### src/rtl/matrix_fill_loader.sv
`default_nettype none
// ============================================================================
//  Module      : matrix_fill_loader
//  Description : Fetches ROWS+1 64-bit words over an Avalon-style read port
//                (one read outstanding) and writes them byte by byte, LSB
//                byte first, into the vector-B FIFO (word 0) and the matrix-A
//                row FIFOs (words 1..ROWS). Signals completion with done.
//                Optional readdatavalid watchdog: define LOADER_TIMEOUT_EN.
//  Revision    : 1.0 - initial release
// ============================================================================
module matrix_fill_loader #(
    parameter int unsigned DATA_WIDTH  = 8,
    parameter int unsigned ROWS        = 8,
    parameter logic [31:0] BASE_ADDR   = 32'h0,
    parameter int unsigned TIMEOUT_CYC = 255
) (
    input  logic                  clk,
    input  logic                  rst_n,
    input  logic                  start,
    output logic                  busy,
    output logic                  done,
    output logic                  err,
    output logic [31:0]           address,
    output logic                  read,
    input  logic [63:0]           readdata,
    input  logic                  readdatavalid,
    input  logic                  waitrequest,
    output logic [DATA_WIDTH-1:0] wr_data,
    output logic [ROWS-1:0]       wrreq_A,
    output logic                  wrreq_B,
    input  logic [ROWS-1:0]       wrfull_A,
    input  logic                  wrfull_B
);

    typedef enum logic [2:0] {
        S_IDLE = 3'd0,
        S_REQ  = 3'd1,
        S_WAIT = 3'd2,
        S_PUSH = 3'd3,
        S_DONE = 3'd4
    } state_t;

    // word_idx runs 0..ROWS (B word then one word per A row)
    localparam logic [3:0] C_LAST_WORD = 4'(ROWS);
    localparam logic [3:0] C_LAST_BYTE = 4'(ROWS - 1);

    state_t          state_q, state_d;
    logic [3:0]      word_idx_q, word_idx_d;
    logic [3:0]      byte_idx_q, byte_idx_d;
    logic [63:0]     word_q, word_d;
    logic            err_q, err_d;
    logic            busy_q, done_q, read_q;

    logic [DATA_WIDTH-1:0] w_cur_byte;
    logic                  w_target_full;

`ifdef LOADER_TIMEOUT_EN
    localparam logic [7:0] C_TMO_LAST = 8'(TIMEOUT_CYC - 1);
    logic [7:0] tmo_q, tmo_d;
`endif

    assign busy    = busy_q;
    assign done    = done_q;
    assign read    = read_q;
    assign err     = err_q;
    assign address = BASE_ADDR + {28'd0, word_idx_q};

    // Select the byte lane addressed by byte_idx (LSB byte first)
    always_comb begin
        w_cur_byte = '0;
        for (int k = 0; k < int'(ROWS); k++) begin
            if (byte_idx_q == 4'(k)) begin
                w_cur_byte = word_q[k*DATA_WIDTH +: DATA_WIDTH];
            end
        end
    end

    // FIFO strobes: only the target FIFO is written, and never while it is full
    always_comb begin
        wr_data       = '0;
        wrreq_A       = '0;
        wrreq_B       = 1'b0;
        w_target_full = 1'b0;
        if (state_q == S_PUSH) begin
            wr_data = w_cur_byte;
            if (word_idx_q == 4'd0) begin
                w_target_full = wrfull_B;
                wrreq_B       = !wrfull_B;
            end
            for (int r = 0; r < int'(ROWS); r++) begin
                if (word_idx_q == 4'(r + 1)) begin
                    w_target_full = wrfull_A[r];
                    wrreq_A[r]    = !wrfull_A[r];
                end
            end
        end
    end

    // Next-state and datapath update for the fetch/unpack sequence
    always_comb begin
        state_d    = state_q;
        word_idx_d = word_idx_q;
        byte_idx_d = byte_idx_q;
        word_d     = word_q;
        err_d      = err_q;
`ifdef LOADER_TIMEOUT_EN
        tmo_d      = tmo_q;
`endif
        case (state_q)
            S_IDLE, S_DONE: begin
                if (start) begin
                    word_idx_d = '0;
                    byte_idx_d = '0;
                    err_d      = 1'b0;
                    state_d    = S_REQ;
                end
            end
            S_REQ: begin
                if (!waitrequest) begin
                    state_d = S_WAIT;
`ifdef LOADER_TIMEOUT_EN
                    tmo_d   = '0;
`endif
                end
            end
            S_WAIT: begin
                if (readdatavalid) begin
                    word_d  = readdata;
                    state_d = S_PUSH;
                end
`ifdef LOADER_TIMEOUT_EN
                else if (tmo_q == C_TMO_LAST) begin
                    state_d = S_DONE;
                    err_d   = 1'b1;
                end else begin
                    tmo_d = tmo_q + 8'd1;
                end
`endif
            end
            S_PUSH: begin
                // A full target stalls the byte in place, including the last one
                if (!w_target_full) begin
                    if (byte_idx_q == C_LAST_BYTE) begin
                        if (word_idx_q == C_LAST_WORD) begin
                            state_d = S_DONE;
                        end else begin
                            word_idx_d = word_idx_q + 4'd1;
                            byte_idx_d = '0;
                            state_d    = S_REQ;
                        end
                    end else begin
                        byte_idx_d = byte_idx_q + 4'd1;
                    end
                end
            end
            default: state_d = S_IDLE;
        endcase
    end

    // State registers with registered status outputs decoded from the next state
    always_ff @(posedge clk) begin
        if (!rst_n) begin
            state_q    <= S_IDLE;
            word_idx_q <= '0;
            byte_idx_q <= '0;
            word_q     <= '0;
            err_q      <= 1'b0;
            busy_q     <= 1'b0;
            done_q     <= 1'b0;
            read_q     <= 1'b0;
`ifdef LOADER_TIMEOUT_EN
            tmo_q      <= '0;
`endif
        end else begin
            state_q    <= state_d;
            word_idx_q <= word_idx_d;
            byte_idx_q <= byte_idx_d;
            word_q     <= word_d;
            err_q      <= err_d;
            busy_q     <= (state_d == S_REQ) || (state_d == S_WAIT) || (state_d == S_PUSH);
            done_q     <= (state_d == S_DONE);
            read_q     <= (state_d == S_REQ);
`ifdef LOADER_TIMEOUT_EN
            tmo_q      <= tmo_d;
`endif
        end
    end

endmodule
`default_nettype wire

### config.mk
export PLATFORM = sky130hd
export DESIGN_NAME = matrix_fill_loader
export DESIGN_NICKNAME = d
export VERILOG_FILES = /design/src/rtl/matrix_fill_loader.sv
export SDC_FILE = /design/constraint.sdc
export NUM_CORES = 1
export LEC_CHECK = 0
export CORE_MARGIN = 2
export CORE_UTILIZATION = 51
export DETAILED_ROUTE_END_ITERATION = 7
export PLACE_DENSITY = 0.95
export SYNTH_ARGS = -nofsm -noshare
export SYNTH_HDL_FRONTEND = slang
export SYNTH_SLANG_ARGS = --single-unit
### constraint.sdc
create_clock -name clk -period 3.4 [get_ports clk]
set_input_delay 0.68 -clock clk [delete_from_list [all_inputs] [get_ports clk]]
set_output_delay 0.68 -clock clk [all_outputs]
set_load 0.005 [all_outputs]
Word-level counts from Yosys, hierarchy flattened
Index checks and enable logic that the tools add are counted.
- add/sub/neg operators: 2
- multipliers: 0
- divide/modulo/power cells: 0
- magnitude comparators: 0
- equal/unequal tests: 28
- shift operators: 0
- multiplexer cells: 46
- bitwise gates (word level): 0
- reduce and logical (&&, ||, !) cells: 19
- operator list (kind ; count):
    2-to-1 mux 8 bit ; 10
    == test 4 x 3 -> 1 bit, second input constant ; 8
    2-to-1 mux 4 bit ; 7
    2-to-1 mux 1 bit ; 20
    2-to-1 mux 3 bit ; 6
    == test 4 x 2 -> 1 bit, second input constant ; 4
    case mux 4 bit (2 select lines) ; 2
    == test 3 x 2 -> 1 bit, second input constant ; 4
    case mux 3 bit (4 select lines) ; 1
    logical NOT 1 bit ; 9
    adder 4 x 1 -> 4 bit, second input constant ; 2
    == test 4 x 1 -> 1 bit, second input constant ; 2
    logical NOT 4 bit ; 2
    != test 2 bit, second input constant ; 4
    == test 3 x 1 -> 1 bit, second input constant ; 2
    == test 3 bit, second input constant ; 2
    AND reduction 5 bit ; 1
    == test 4 bit, second input constant ; 1
    AND reduction 4 bit ; 1
    logical NOT 3 bit ; 1
    != test 3 bit, second input constant ; 1
    logical OR 1 bit ; 2
    AND reduction 2 bit ; 1
    nonzero test 2 bit ; 1
    OR reduction 2 bit ; 1
- flip-flop bits (word level): 78
- bits in latches: 0
- RAM bits: 0
- ROM bits: 0
- bits of input ports: 78
- output and inout port bits: 53
- word-level logic and storage cells: 102
- memories kept: 0

Logic depth before layout (Yosys ltp)
Gate-level depths: netlist of run 1.
- word-level depth: 16
- gate-level depth with buffers: 9
- gate-level depth less buffers: 8

Worst setup path after synthesis of run 1
OpenSTA, ideal clock, no wires.
- path type: flip-flop to output port
- from: register byte_idx_q[1]
- to: output port wr_data[5]
- arrival time: 1.738 ns
- data required time: 2.720 ns
- path slack: 0.982 ns
- cell stages (with the launch flop): 9
- buffers on the path: 2
- cell sequence: dfxtp_1 inv_1 ha_1 clkbuf_1 nand2_1 clkbuf_1 o21ai_0 a31oi_1 a221o_1
- longest elaborated chain between the ends: 10
- elaborated cells between the ends (all ways): 17
- those cells by class: 7 x eq/ne; 9 x mux; 1 x reduce/logical
- ends and longest elaborated chain (item ; line ; source):
    from (decl) ; 49 ; logic [3:0] byte_idx_q, byte_idx_d;
    from (signal assigned) ; 177 ; byte_idx_q <= byte_idx_d;
    logical NOT 4 bit ; 72 ; if (byte_idx_q == 4'(k)) begin
    2-to-1 mux 8 bit (7 in series) ; 72 ;
    2-to-1 mux 8 bit * ; 72 ;
    2-to-1 mux 8 bit * ; 84 ; if (state_q == S_PUSH) begin
    to (decl) ; 28 ; output logic [DATA_WIDTH-1:0] wr_data,
Mark *: on every way between the ends. The rest lies on a longest branch, timed or not.

Worst setup path after layout of run 1
Ends and elaborated chain as after synthesis.

==> run_results.csv, run 1 <==
group,metric,value,unit
outcome,status,"finished, final reports clean",
finish,diodes,0,
floorplan,dieHeight,94.18,um
timing,whs,0.4689,ns
drt,drc,0,
timing,fmax,303.5,MHz
placed_design,io_buffers,101,
floorplan,start_util,0.5313,
finish,seq_area,1564,um2
floorplan,rows,32,
timing,setup-violations-final,0,
critical_path,critPathCaptureType,"output pin",
drt,drt_iter0_markers,245,
clock_network,clkLatencyLatePin,0.36,ns
timing,hold_viol_final,0,
power_and_ir_drop,p_leak,1.843,nW
finish,final_cells,725,
finish,final_common_cell,"nand2_1",
drt,num_vias,4066,
timing,fin_crit,3.295,ns
power_and_ir_drop,pwr_density_cell,371.9,nW/um2
timing,maxSlewHeadroom,0.5837,
power_and_ir_drop,internal_power,0.001518,W
synth,syn_inst,530,
clock_network,cts_max_path_buffers,2,
floorplan,die_width,94.18,um
floorplan,die_area,8870,um2
drt,routed_wl,10.90,mm
placed_design,place_area,5089,um2
drt,wl_per_cell,15.03,um
global_routing,grt_pass1_vias,3779,
critical_path,cp_data_arrival_time,2.61,ns
global_routing,grt-ovfl-total,0,
finish,most-common-layout-cells,"nand2_1, clkdlybuf4s50_1, dfxtp_1, a21boi_0, conb_1",
hold_path,hold_class,"flip-flop to flip-flop",
power_and_ir_drop,pwr-share-comb,0.128,
critical_path,worstPathMaxFanout,17,
synth,yosys.cell_types.count,49,
power_and_ir_drop,ir_drop,0.0002759,V
critical_path,r2r_start,"word_idx_q[0]",
critical_path,cp.required,2.72,ns
global_routing,grt_antenna_before_repair,0,
synth,ys_seq_elements,78,
critical_path,cp-start-kind,"flip-flop",
finish,multi_input_area,2347,um2
clock_network,cts_tree,"yes",
placed_design,dp_hpwl,7.838,mm
finish,syn2layout_area_growth,29.74,%
synth,synth_flop_cell,"dfxtp_1",
timing,finClkSkew,0.009428,ns
synth,synth_top_area_frac,0.3765,
power_and_ir_drop,power_switching,0.0004832,W
drt,ant_nets,0,
run,drv_cap,0,
power_and_ir_drop,p_seq_frac,0.484,
drt,first_pass_iters,6,
placed_design,placed_cells,705,
timing,finalCritPeriodShare,0.9690,
clock_network,clkSlewWorstSetupHoldPaths,0.08,ns
finish,layout.nets,704,
placed_design,pre_cts_slack,0.2694,ns
synth,seq_area_frac_synth,0.3765,
clock_network,numCtsBuffers,9,
floorplan,io_pins,131,
timing,tightest_slew,0.6245,ns
synth,async_flop_share,0,
finish,drive_gt1_frac,0.07544,
global_routing,track_usage,0.2414,
power_and_ir_drop,switching_share,0.2415,
synth,synth-edff-count,0,
synth,syn_area_per_cell,7.826,um2
timing,drv_slew,0,
synth,yosys_warnings,0,
hold_path,hp-start,"word_q[34]",
critical_path,startpoint,"byte_idx_q[1]",
finish,fillers,611,
clock_network,cts.sinks,78,
finish,fin_area,5381,um2
global_routing,grt_first_pass_wirelength,17.19,mm
global_routing,grt_max_degree,65,
power_and_ir_drop,clock_power_share,0.388,
clock_network,htreeDepth,3,
placed_design,finalWeightedCongestion,0.9451,
synth,yosysTopAreaCell,"dfxtp_1",
clock_network,root_buffer,"clkbuf_8",
critical_path,critPathKind,"flip-flop to output pin",
drt,avgViaCountPerCell,5.608,
floorplan,core-area,7807,um2
timing,setup_tns,0,ns
timing,setup_slack,0.1054,ns
synth,syn_area,4148,um2
synth,synthTopCellsByArea,"dfxtp_1, nand2_1, a21boi_0",
[final timing paths]
| path | endpoint | slack (ns) | cells past startpoint |
|---|---|---|---|
| setup / recovery | wr_data[5] | 0.11 | 9 |
| hold / removal | word_q[34] | 0.47 | 2 |
| setup reg to reg | word_idx_q[3] | 1.11 | 7 |
| hold reg to reg | word_q[34] | 0.47 | 2 |
[flip-flops by register name (all words and copies together), names as in the netlist]
signal,flops
busy,1
byte_idx_q,4
done,1
read,1
state_q,3
word_idx_q,4
word_q,64
[logic make-up (layout without fill, tap and decap cells)]
family,count (synthesis),count (layout),synth area share
other,1,29,0.0009041
buffers and inverters,70,135,0.09442
xor gates and xnor gates,1,1,0.002112
adders and majority gates,8,8,0.02413
DFF,78,78,0.3765
muxes,5,5,0.01207
AOI/OAI and AO/OA,135,135,0.2296
and+or+nand+nor,232,232,0.2603
[critical path, cell delays in order, from the launching register on]
cell and delay (ns):
dfxtp_2 0.39, inv_1 0.08, ha_2 0.27, and3b_1 0.26
a21oi_1 0.04, o21ai_0 0.20, nand3_1 0.12, a31oi_2 0.22
a221o_1 0.17, clkdlybuf4s50_1 0.50
[routing by layer]
metal,routed length (um),GRT usage,vias up
li1,-,-,1934
met1,4445,0.2912,1898
met2,5514,0.4292,209
met5,0,0,-
met3,775,0.04334,25
met4,162,0.08333,0
[final cells by class]
cell class	instances	share of cell area
sequential	78	0.2906
tap	102	0.02372
clock inverter	5	0.01535
multi-input combinational	410	0.4362
clock buffer	11	0.02627
timing repair buffer	112	0.2023
inverter	7	0.005580
[power by group through the flow]
stage	clock [W]	sequential, W	combinational, W
after detailed placement	0	0.000990	0.000251
after global routing	0.000805	0.000972	0.000282
final	0.000776	0.000969	0.000256
after global placement	0	0.000987	0.000243
after CTS	0.000771	0.000969	0.000253
after floorplan	0	0.000980	0.000150
[cells in the mapped netlist, types with 5 or more instances]
cell      count
a21oi_1      16
a22oi_1       8
nand3b_1      5
nand3_1      13
nand2_1     154
mux2i_1       5
nor2b_1       5
and3b_1       9
ha_1          8
a21boi_0     64
buf_4        29
nor2_1       15
dfxtp_1      78
clkbuf_1     27
nor3b_1       9
a31oi_1       8
a221o_1       8
o21ai_0      20
inv_1         7
[metrics by stage]
stage	util	power, W
floorplan	-	0.001130
global placement	0.6518	0.001230
detailed placement	0.6518	0.001241
CTS	0.6814	0.001993
global route	0.6893	0.002060
finish	0.6893	0.002001
[what timing repair did]
item                                    in CTS  in global routing
hold buffers                                 0                  0
gates resized for setup                      3                 11
buffers inserted                             0                  4
endpoints found under the setup margin       7                  8
pin swaps                                    0                  1
No activity file was read; power rests on OpenSTA's default activity.
==> inputs of run 2 (changes only) <==
--- a/config.mk
+++ b/config.mk
@@ -6,9 +6,9 @@
 export NUM_CORES = 1
 export LEC_CHECK = 0
 export CORE_MARGIN = 2
-export CORE_UTILIZATION = 51
+export CORE_UTILIZATION = 47
 export DETAILED_ROUTE_END_ITERATION = 7
-export PLACE_DENSITY = 0.95
+export PLACE_DENSITY = 0.89
 export SYNTH_ARGS = -nofsm -noshare
 export SYNTH_HDL_FRONTEND = slang
 export SYNTH_SLANG_ARGS = --single-unit
==> constraint.sdc (replaced) <==
create_clock -name clk -period 3.44 [get_ports clk]
set_input_delay 0.688 -clock clk [delete_from_list [all_inputs] [get_ports clk]]
set_output_delay 0.688 -clock clk [all_outputs]
set_load 0.005 [all_outputs]
==> run_results.csv, run 2 (synthesized netlist as in run 1, its figures left out) <==
group,metric,value,unit
power_and_ir_drop,pwr_density_cell,343.5,nW/um2
drt,wl_per_cell,14.19,um
global_routing,grt-ovfl-total,0,
finish,post-route-util,0.6116,
finish,syn2layout_area_growth,27.33,%
critical_path,cp-start-kind,"flip-flop",
placed_design,placed_cells,711,
drt,ant_nets,0,
drt,routed_wl,10.31,mm
clock_network,cts_max_path_buffers,2,
critical_path,cp_top_family,"simple AND/OR/NAND/NOR gates",
finish,most-common-layout-cells,"nand2_1, clkdlybuf4s50_1, dfxtp_1, a21boi_0, conb_1",
drt,drc,0,
finish,fin_area,5281,um2
placed_design,io_buffers,101,
floorplan,dieHeight,97.94,um
floorplan,die_width,97.94,um
finish,top_regs,"word_q: 64 flops, byte_idx_q: 4 flops, word_idx_q: 4 flops",
critical_path,r2r_start,"word_idx_q[0]",
power_and_ir_drop,p_leak,1.817,nW
clock_network,numCtsBuffers,9,
placed_design,dp_hpwl,7.721,mm
critical_path,critPathCaptureType,"output pin",
finish,layout.nets,700,
finish,final_common_cell,"nand2_1",
timing,drv_slew,0,
drt,avgViaCountPerCell,5.322,
timing,setup-violations-final,0,
timing,finalCritPeriodShare,0.9504,
finish,regMostFlops,"word_q",
global_routing,grt_max_degree,65,
placed_design,place_area,5096,um2
clock_network,cts.sinks,78,
timing,fmax,305.9,MHz
timing,finClkSkew,0.004721,ns
timing,hold_viol_final,0,
finish,final_cells,726,
critical_path,critPathMaxStageDelay,0.53,ns
critical_path,path_cells,"nor2b_1, nand2_1, nor2_1, a221o_1, clkdlybuf4s50_1",
global_routing,grt_pass1_vias,3757,
hold_path,hold_class,"flip-flop to flip-flop",
finish,drive_gt1_frac,0.06149,
clock_network,htreeDepth,3,
critical_path,cp.required,2.75,ns
timing,fin_crit,3.269,ns
global_routing,grt_first_pass_wirelength,16.98,mm
floorplan,start_util,0.4803,
floorplan,rows,34,
placed_design,finalWeightedCongestion,0.9431,
timing,whs,0.4630,ns
critical_path,reg2reg_setup_slack,1.15,ns
run,drv_cap,0,
critical_path,worst-path-stages,5,
critical_path,cp_num_buf_inv,1,
power_and_ir_drop,ir_drop,0.0002269,V
critical_path,critPathKind,"flip-flop to output pin",
global_routing,track_usage,0.2121,
critical_path,startpoint,"byte_idx_q[2]",
clock_network,cts_tree,"yes",
critical_path,worstPathMaxFanout,9,
critical_path,crit_end,"wr_data[6]",
clock_network,root_buffer,"clkbuf_8",
clock_network,clkSlewWorstSetupHoldPaths,0.07,ns
outcome,status,"finished, final reports clean",
timing,setup_tns,0,ns
critical_path,r2r_cells,7,
floorplan,core-area,8636,um2
critical_path,r2r_end,"word_idx_q[3]",
floorplan,io_pins,131,
finish,diodes,0,
floorplan,die_area,9592,um2
timing,rsz0062_at_grt,"false",
drt,num_vias,3864,
clock_network,clkLatencyLatePin,0.34,ns
drt,drt_iter0_markers,231,
finish,largest_register_ffs,64,
drt,first_pass_iters,5,
critical_path,cp_data_arrival_time,2.58,ns
timing,tightest_slew,0.6661,ns
global_routing,grt_antenna_before_repair,0,
critical_path,cp_slowest_cell,"nor2_1",
timing,maxSlewHeadroom,0.5543,
==> run 2: cell types whose count changed in the layout (fill, tap and decap cells not counted), sizes merged <==
| cell | change |
|---|---|
| bufinv | -2 |
| inv | +1 |
| clkinvlp | -3 |
| clkinv | +3 |
| buf | -4 |
==> run 2: cell type report <==
type                    instances  area, um2
fillers                       724       3354
multi-input cells             410       2325
flip-flops and latches         78       1563
repair buffers                108       1059
clock buffers                  11      151.4
well taps                     108      135.1
inverters                       7      26.28
clock inverters                 4      22.52
==> run 2: how the worst min path moves through the flow <==
stage                    start         end  slack [ns]  depth (start not counted)
floorplan            word_q[0]   word_q[0]        0.44                          2
global placement    word_q[29]  word_q[29]        0.45                          2
detailed placement  word_q[40]  word_q[40]        0.45                          2
CTS                 word_q[40]  word_q[40]        0.47                          2
global route        word_q[46]  word_q[46]        0.49                          2
finish              word_q[40]  word_q[40]        0.46                          2
==> run 2: what timing repair did <==
action | CTS | global route
hold buffers | 0 | 0
pin swaps | 0 | 0
setup endpoints to repair | 1 | 7
resized for setup | 1 | 6
setup buffers | 0 | 0
hold endpoints to repair | 0 | 0
==> run 2: report_power, final <==
part / switching, W / internal, W / leakage (nW)
Combinational: 0.000114 / 0.000137 / 1.10
Sequential: 0.0000221 / 0.000935 / 0.631
Clock: 0.000313 / 0.000293 / 0.0910
Total: 0.000449 / 0.00137 / 1.82
==> run 2: routing by layer <==
layer	global-route usage	vias up	part of all wire	routed length (um)
li1	-	1917	-	-
met1	0.2600	1787	0.44	4523
met2	0.3699	142	0.48	4945
met3	0.03937	18	0.061	626
met4	0.08013	0	0.020	208
met5	0	-	0	0
==> run 2: metrics by stage <==
step / total power (W) / setup WS [ns]
after floorplan: 0.001117 / 1.014
final: 0.001814 / 0.1705
after global placement: 0.001217 / 0.4193
after CTS: 0.001825 / 0.08922
after global routing: 0.001895 / 0.01275
after detailed placement: 0.001227 / 0.3353
==> run 2: worst min-delay path, stage by stage (launching register included) <==
cell and delay [ns]:
dfxtp_1 0.31, nand2_1 0.04, a21boi_0 0.06
==> inputs of run 3 (changes only) <==
==> constraint.sdc (replaced) <==
create_clock -name clk -period 3.44 [get_ports clk]
set_input_delay 0.688 -clock clk [delete_from_list [all_inputs] [get_ports clk]]
set_output_delay 0.688 -clock clk [all_outputs]
set_load 0.05 [all_outputs]
==> run_results.csv, run 3 (synthesized netlist as in run 1, its figures left out) <==
group,metric,value,unit
placed_design,placed_cells,707,
finish,layout.nets,696,
finish,drive_gt1_frac,0.06341,
critical_path,worstPathMaxFanout,17,
floorplan,dieHeight,97.94,um
finish,top_regs,"word_q: 64 flops, byte_idx_q: 4 flops, word_idx_q: 4 flops",
finish,diodes,0,
hold_path,hold_class,"flip-flop to flip-flop",
power_and_ir_drop,p_leak,1.933,nW
drt,avgViaCountPerCell,5.355,
timing,fin_crit,3.225,ns
floorplan,die_width,97.94,um
clock_network,numCtsBuffers,9,
critical_path,cp-start-kind,"flip-flop",
timing,rsz0062_at_grt,"false",
power_and_ir_drop,power_switching,0.0005449,W
clock_network,post_cts_buffers,0,
clock_network,clkLatencyLatePin,0.35,ns
power_and_ir_drop,switching_share,0.2709,
critical_path,critPathKind,"flip-flop to output pin",
run,drv_cap,0,
outcome,status,"finished, final reports clean",
clock_network,cts_max_path_buffers,2,
timing,setup_tns,0,ns
power_and_ir_drop,pwr_density_cell,373.8,nW/um2
finish,regMostFlops,"word_q",
power_and_ir_drop,internal_power,0.001466,W
timing,finClkSkew,0.009714,ns
drt,drt_iter0_markers,245,
global_routing,grt_max_degree,65,
drt,ant_nets,0,
floorplan,start_util,0.4803,
timing,fmax,310.0,MHz
drt,wl_per_cell,14.53,um
timing,drv_slew,0,
clock_network,cts_tree,"yes",
placed_design,io_buffers,101,
floorplan,die_area,9592,um2
clock_network,clkSlewWorstSetupHoldPaths,0.08,ns
critical_path,cp.required,2.75,ns
drt,num_vias,3872,
timing,whs,0.4631,ns
floorplan,io_pins,131,
timing,tightest_slew,0.6745,ns
placed_design,dp_hpwl,7.628,mm
floorplan,rows,34,
clock_network,root_buffer,"clkbuf_8",
drt,first_pass_iters,7,
clock_network,htreeDepth,3,
finish,fin_area,5380,um2
critical_path,cp_data_arrival_time,2.54,ns
global_routing,grt_antenna_before_repair,0,
finish,largest_register_ffs,64,
power_and_ir_drop,pwr-share-comb,0.163,
global_routing,grt_first_pass_wirelength,17.10,mm
timing,setup-violations-final,0,
clock_network,cts.sinks,78,
drt,routed_wl,10.50,mm
finish,final_common_cell,"nand2_1",
finish,syn2layout_area_growth,29.71,%
floorplan,core-area,8636,um2
power_and_ir_drop,clock_power_share,0.361,
placed_design,finalWeightedCongestion,0.9257,
placed_design,place_area,5146,um2
drt,drc,0,
finish,final_cells,723,
timing,maxSlewHeadroom,0.5487,
finish,most-common-layout-cells,"nand2_1, clkdlybuf4s50_1, dfxtp_1, a21boi_0, conb_1",
timing,hold_viol_final,0,
global_routing,grt-ovfl-total,0,
power_and_ir_drop,p_seq_frac,0.476,
global_routing,grt_pass1_vias,3631,
power_and_ir_drop,ir_drop,0.0002419,V
global_routing,track_usage,0.2152,
timing,finalCritPeriodShare,0.9376,
critical_path,critPathCaptureType,"output pin",
run 3: area by class of cell:
cell class                      count  area [um2]
Clock inverter                      4       51.30
Multi-Input combinational cell    410        2322
Tap cell                          108       135.1
Fill cell                         719        3256
Clock buffer                       12       165.2
Timing Repair Buffer              104        1119
Inverter                            7       26.28
Sequential cell                    78        1562
run 3: final timing paths:
check	startpoint	to	slack [ns]	cells past startpoint
min reg2reg	word_q[40]	word_q[40]	0.46	2
max reg2reg	word_idx_q[0]	word_idx_q[3]	1.14	7
min	word_q[40]	word_q[40]	0.46	2
max	byte_idx_q[1]	wr_data[5]	0.21	9
run 3: repair_timing:
item,4_1_cts,5_1_grt
endpoints found under the setup margin,1,10
cloned,0,0
gates resized for setup,1,5
hold buffers,0,0
run 3: power by group through the flow:
stage | Sequential, W | Combinational [W] | Clock [W]
2_1_floorplan | 0.000982 | 0.000213 | 0
3_3_place_gp | 0.000975 | 0.000319 | 0
3_5_place_dp | 0.000977 | 0.000325 | 0
4_1_cts | 0.000957 | 0.000327 | 0.000735
5_1_grt | 0.000961 | 0.000351 | 0.000780
6_report | 0.000957 | 0.000328 | 0.000726
run 3: worst max-delay path: stages, from the launching register on:
cell and delay, ns:
dfxtp_1 0.42, inv_1 0.10, ha_1 0.35, and3b_1 0.27
a21oi_1 0.05, o21ai_0 0.30, nand3_1 0.14, a31oi_1 0.20
a221o_1 0.21, buf_12 0.15
run 3: per-stage QoR:
step                      total power, W    util  setup WS, ns
after detailed placement        0.001302  0.5959        0.3787
after floorplan                 0.001196       -        0.3892
after CTS                       0.002018  0.6216       0.07997
final                           0.002011  0.6230        0.2146
after global routing            0.002091  0.6230      0.004733
after global placement          0.001294  0.5959        0.5382
run 3: metal layers:
metal | track usage | vias to the layer above | wire length, um
li1 | - | 1904 | -
met1 | 0.2778 | 1804 | 4705
met2 | 0.3583 | 145 | 5004
met3 | 0.03579 | 19 | 575
met4 | 0.08761 | 0 | 218
met5 | 0 | - | 0
